File: src/rtl/clock_domain_pkg.sv
// Shared definitions for the toggle req/ack clock-domain crossing.
// Holds the synchroniser minimum and the FIFO level-width helper.
package clock_domain_pkg;

  localparam int SYNC_STAGES_MIN = 2;

  function automatic int level_w(input int depth);
    return $clog2(depth + 1);
  endfunction

endpackage

File: src/rtl/clock_domain_sync.sv
// N-flop synchroniser for a single-bit level/toggle signal.
// Reused by both the import and export sides of the crossing.
module clock_domain_sync
  import clock_domain_pkg::*;
#(
  parameter int STAGES = SYNC_STAGES_MIN
) (
  input  logic clk,
  input  logic rst,
  input  logic d,
  output logic q
);

  logic [STAGES-1:0] ff;

  always_ff @(posedge clk) begin
    if (rst) ff <= '0;
    else     ff <= {ff[STAGES-2:0], d};
  end

  assign q = ff[STAGES-1];

endmodule

File: src/rtl/clock_domain_import_fifo.sv
// Destination half of the toggle req/ack crossing with a local FIFO.
// Optional parity check: define CLOCK_DOMAIN_IMPORT_FIFO_PARITY_EN.
module clock_domain_import_fifo
  import clock_domain_pkg::*;
#(
  parameter int SIZE        = 8,
  parameter int DEPTH       = 4,
  parameter int SYNC_STAGES = 2
) (
  input  logic                        clk,
  input  logic                        rst,
  input  logic [SIZE-1:0]             handshake_data,
  input  logic                        handshake_parity,
  input  logic                        handshake_req,
  output logic                        handshake_ack,
  output logic [SIZE-1:0]             data,
  output logic                        valid,
  input  logic                        ready,
  output logic [level_w(DEPTH)-1:0]   level,
  output logic                        err
);

  localparam int LW = level_w(DEPTH);
  localparam int PW = (DEPTH > 1) ? $clog2(DEPTH) : 1;

  // DEPTH=1 keeps both pointers pinned at 0
  localparam logic [PW-1:0] PTR_STEP =
    (DEPTH > 1) ? PW'(1) : '0;

`ifdef CLOCK_DOMAIN_IMPORT_FIFO_PARITY_EN
  localparam int EW = SIZE + 1;
`else
  localparam int EW = SIZE;
`endif

  logic          req_s;
  logic          pending;
  logic          pop;
  logic          space;
  logic          capture;
  logic [PW-1:0] wr_ptr;
  logic [PW-1:0] rd_ptr;
  logic [EW-1:0] wr_word;
  logic [EW-1:0] head;
  logic [EW-1:0] mem [DEPTH];

  clock_domain_sync #(
    .STAGES (SYNC_STAGES)
  ) u_req_sync (
    .clk (clk),
    .rst (rst),
    .d   (handshake_req),
    .q   (req_s)
  );

  assign pending = req_s != handshake_ack;
  assign valid   = level != '0;
  assign pop     = valid && ready;
  assign space   = (level < LW'(DEPTH)) || pop;
  assign capture = pending && space;
  assign head    = mem[rd_ptr];

`ifdef CLOCK_DOMAIN_IMPORT_FIFO_PARITY_EN
  assign wr_word = {^handshake_data ^ handshake_parity,
                    handshake_data};
  assign data    = head[SIZE-1:0];
  assign err     = valid && head[SIZE];
`else
  logic unused_parity;
  assign unused_parity = handshake_parity;
  assign wr_word       = handshake_data;
  assign data          = head;
  assign err           = 1'b0;
`endif

  always_ff @(posedge clk) begin
    if (rst) begin
      wr_ptr        <= '0;
      rd_ptr        <= '0;
      level         <= '0;
      handshake_ack <= 1'b0;
    end else begin
      if (capture) begin
        wr_ptr        <= wr_ptr + PTR_STEP;
        handshake_ack <= req_s;
      end
      if (pop) rd_ptr <= rd_ptr + PTR_STEP;
      if (capture && !pop)
        level <= level + LW'(1);
      else if (pop && !capture)
        level <= level - LW'(1);
    end
  end

  // Storage needs no reset; level qualifies every entry
  always_ff @(posedge clk) begin
    if (!rst && capture) mem[wr_ptr] <= wr_word;
  end

endmodule

File: config.mk
export PLATFORM = sky130hd
export DESIGN_NAME = clock_domain_import_fifo
export DESIGN_NICKNAME = d
export VERILOG_FILES = /design/src/rtl/clock_domain_pkg.sv /design/src/rtl/clock_domain_sync.sv /design/src/rtl/clock_domain_import_fifo.sv
export SDC_FILE = /design/constraint.sdc
export NUM_CORES = 1
export LEC_CHECK = 0
export BUFFER_PORTS_ARGS = -buffer_cell sky130_fd_sc_hd__buf_2
export CAP_MARGIN = 5
export CORE_MARGIN = 8
export CORE_UTILIZATION = 55
export CTS_CLUSTER_DIAMETER = 80
export CTS_CLUSTER_SIZE = 30
export DETAILED_ROUTE_END_ITERATION = 8
export PLACE_DENSITY = 0.82
export SYNTH_ARGS = -nofsm -noshare
export SYNTH_HDL_FRONTEND = slang
export SYNTH_SLANG_ARGS = --single-unit
File: constraint.sdc
create_clock -name clk -period 2.5 [get_ports clk]
set_input_delay 0.5 -clock clk [delete_from_list [all_inputs] [get_ports clk]]
set_output_delay 0.5 -clock clk [all_outputs]
set_load 0.01 [all_outputs]
==> summary.txt <==
Status
  – Outcome: complete, no violations

Worst setup path
  – Critical path type: reg2out
  – RR Startpoint: handshake_ack$_SDFFE_PP0N_
  – Worst setup EP type: output pin
  – Crit Path Max Fanout: 8
  – Crit path DAT: ~1.8 ns
  – Slowest cell on the critical path: dfxtp_1
  – Startpoint class of the critical path: register
  – Slowest stage delay, CP: roughly 0.7 ns
  – Reg-to-Reg End: level[2]$_SDFFE_PP0P_
  – R2R depth: 9
  – Critical-path cell list: mux4_2 -> buf_2
  – Critical path required time: 2.00 ns
  – Flop2flop setup slack: 0.35 ns
  – Critical Path End: data[3]

Clock tree
  – Clock transition at the registers of the reported paths: 0.13 ns
  – # resized after CTS: 0
  – Hold-fix buffer count after cts: 0
  – Root Buffer: clkbuf_4
  – CTS tree: yes
  – Post-CTS Setup Repair Bufs: 0
  – Inserted Clock Buffers: 5
  – CTS max path bufs: 2
  – CTS H-tree lvls: 2
  – Sink Count: 44
  – Clock latency on the worst-skew pair: 0.35 ns

Route
  – Antenna Nets Post-Route: 0
  – DRT iter0 DRCs: 82
  – Via count: 946
  – Vias per cell: about 5.2
  – Total Wirelength: between 2000 and 3000 um
  – Avg WL per Cell: about 15 um
  – DR pass1 iterations: 4
  – # DRC: 0

Logic synthesis
  – Synth Area per Inst: around 17 um^2
  – Area contributors post-synth: edfxtp_1 55%, dfxtp_1 14%, mux4_2 10%
  – Cell taking the most area after synthesis: edfxtp_1
  – Post-synth top cells: 32 x edfxtp_1, 12 x dfxtp_1, 8 x mux4_2
  – Top-count cell post-synth: edfxtp_1
  – Register area share after synthesis: 69.3%
  – Post-synth EDFFs: 32
  – Syn Nets: about 120
  – Top cell type's share of synthesized area: 55.5%
  – Post-Syn Instances: about 100
  – Post-Syn Area: between 1500 and 2000 um^2
  – Most used DFF post-synth: edfxtp_1
  – Async set or reset register ratio after synthesis: 0%
  – Seq cells post-synth: 44
  – Distinct cells, synth: 25
  – Synth warn: 0

STA
  – Worst slew pin tran: roughly 0.54 ns
  – RSZ-0062 raised after global routing: false
  – Finish-stage setup viols: 0
  – Highest achievable clock rate: 0.444 GHz
  – Fin Setup TNS: 0 ns
  – Slew headroom: 63.6%
  – Minimum clock period: 2.25 ns
  – Fin crit share: between 90% and 100%
  – Final count of pins violating max slew: 0
  – Final worst slack: between 0.2 and 0.25 ns
  – Fin. Hold Viols: 0
  – Final Skew: approximately 0.014 ns

Global routing
  – First-pass GRT wire length: roughly 4700 um
  – Initial antenna violation count: 0
  – GRT Overall Usage: between 10% and 20%
  – Vias in the first global route: 1,036
  – Total grt overflow: 0
  – Pin count of the biggest net entering global routing: 16

Run
  – Max-cap viol count: 0

Finish
  – Final net count: 155
  – Syn-to-layout area delta: 16.2%
  – FILL cells: 216
  – Share of layout cells above drive strength 1: 33.6%
  – Core Util, Final: between 60% and 70%
  – Diodes inserted: 0

Power
  – Comb pwr share: about 18%
  – Pwr dens: 796 nW/um^2
  – Switch Pwr: between 0.0004 and 0.0005 W
  – Tot Pwr: roughly 0.0016 W
  – Peak supply drop: roughly 650 uV
  – Part of the power in registers: 55.3%
  – Pint: 0.00119 W
  – LEAKAGE: about 0.74 nW
  – Clock Power Share: between 20% and 30%
  – Sw frac: approximately 26%

Placement
  – Pre-CTS setup slack: ~0.32 ns
  – Routability Congestion: between 0.7 and 0.8
  – Buffers on Ports: 24
  – Hpwl dp: about 2000 um

Floorplanning
  – Chip Height: just over 70 um
  – Top-Level Pins: 27
  – Die width: just over 70 um
  – FP Rows: 20
  – Total core area: just over 3000 um^2
  – Die footprint: 5200 um^2
  – Initial cell density of the core: approximately 57%

Worst hold path
  – Hold Path Class: in2reg
==> registers in the layout, summed over array words and instances (netlist names), named ones only <==
signal,cells
handshake_ack,1
u_req_sync.ff,2
mem,32
wr_ptr,2
rd_ptr,2
level,3
==> worst max-delay path: cells and delay by family (launching register included) <==
family                 cells  cell delay [ns]
muxes                      1             0.57
buffers and inverters      1             0.16
DFF                        1             0.68
==> cell type report <==
class                      count  area (um^2)  area share (%)
sequential                    44         1200            59.7
clock buffer                   5         37.5            1.86
inverter                       5         18.8           0.932
clock inverter                 3         42.5            2.11
multi-input combinational     50          493            24.5
tap                           44         55.1            2.73
timing repair buffer          30          165            8.20
==> through the flow <==
step           cell area (um^2)  hold slack, ns  instances
3_5_place_dp               1930           0.441        173
6_report                   2010           0.351        181
5_1_grt                    2010           0.335        181
4_1_cts                    2010           0.343        181
3_3_place_gp               1930           0.436        173
2_1_floorplan              1730           0.414        103
==> power groups by stage <==
| stage | registers [W] | clock network [W] | logic (W) |
|---|---|---|---|
| floorplan | 0.000877 | 0 | 0.000216 |
| global placement | 0.000904 | 0 | 0.000283 |
| detailed placement | 0.000906 | 0 | 0.000294 |
| CTS | 0.000889 | 0.000437 | 0.000295 |
| global route | 0.000896 | 0.000465 | 0.000323 |
| finish | 0.000887 | 0.000427 | 0.000289 |
==> logic make-up after synthesis <==
family / count (synthesis) / share of synthesized area (%)
AOI/OAI and AO/OA: 11 / 3.83
xor gates and xnor gates: 6 / 3.03
adders and majority gates: 6 / 4.77
buffers and inverters: 9 / 2.24
DFF: 44 / 69.3
muxes: 9 / 11.0
other: 1 / 0.216
and+or+nand+nor: 17 / 5.63
==> placed cells by master, fill, tap and decap left out <==
cell        n
inv_1       5
clkbuf_4    5
nor2b_1     3
fa_1        1
mux4_2      8
xor2_1      5
dfxtp_1    12
nor3b_1     4
o31ai_2     1
o21ai_1     1
bufinv_16   1
nand3b_1    1
mux2i_1     1
a21oi_1     4
o311ai_1    1
o21ai_0     4
xnor2_1     1
buf_4       6
edfxtp_1   32
buf_2      24
nand2_1     1
clkinv_1    1
clkinv_4    1
ha_1        5
or3_1       3
nor2_1      5
conb_1      1
==> per-layer routing <==
layer / track usage, % / wire length (um)
met5: 0 / 0
met2: 19.9 / 1370
met3: 3.86 / 145
met4: 6.12 / 54
met1: 13.2 / 1180
==> worst min path at each step <==
stage                                      startpoint                          end  cells past startpoint
after floorplan           u_req_sync.ff[0]$_SDFF_PP0_  u_req_sync.ff[1]$_SDFF_PP0_                      1
after global placement    u_req_sync.ff[0]$_SDFF_PP0_  u_req_sync.ff[1]$_SDFF_PP0_                      1
after detailed placement  u_req_sync.ff[0]$_SDFF_PP0_  u_req_sync.ff[1]$_SDFF_PP0_                      1
after CTS                           handshake_data[1]          mem[3][1]$_DFFE_PP_                      1
after global routing                handshake_data[2]          mem[1][2]$_DFFE_PP_                      1
final                               handshake_data[1]          mem[3][1]$_DFFE_PP_                      1
Power figures use the tool's default switching activity.
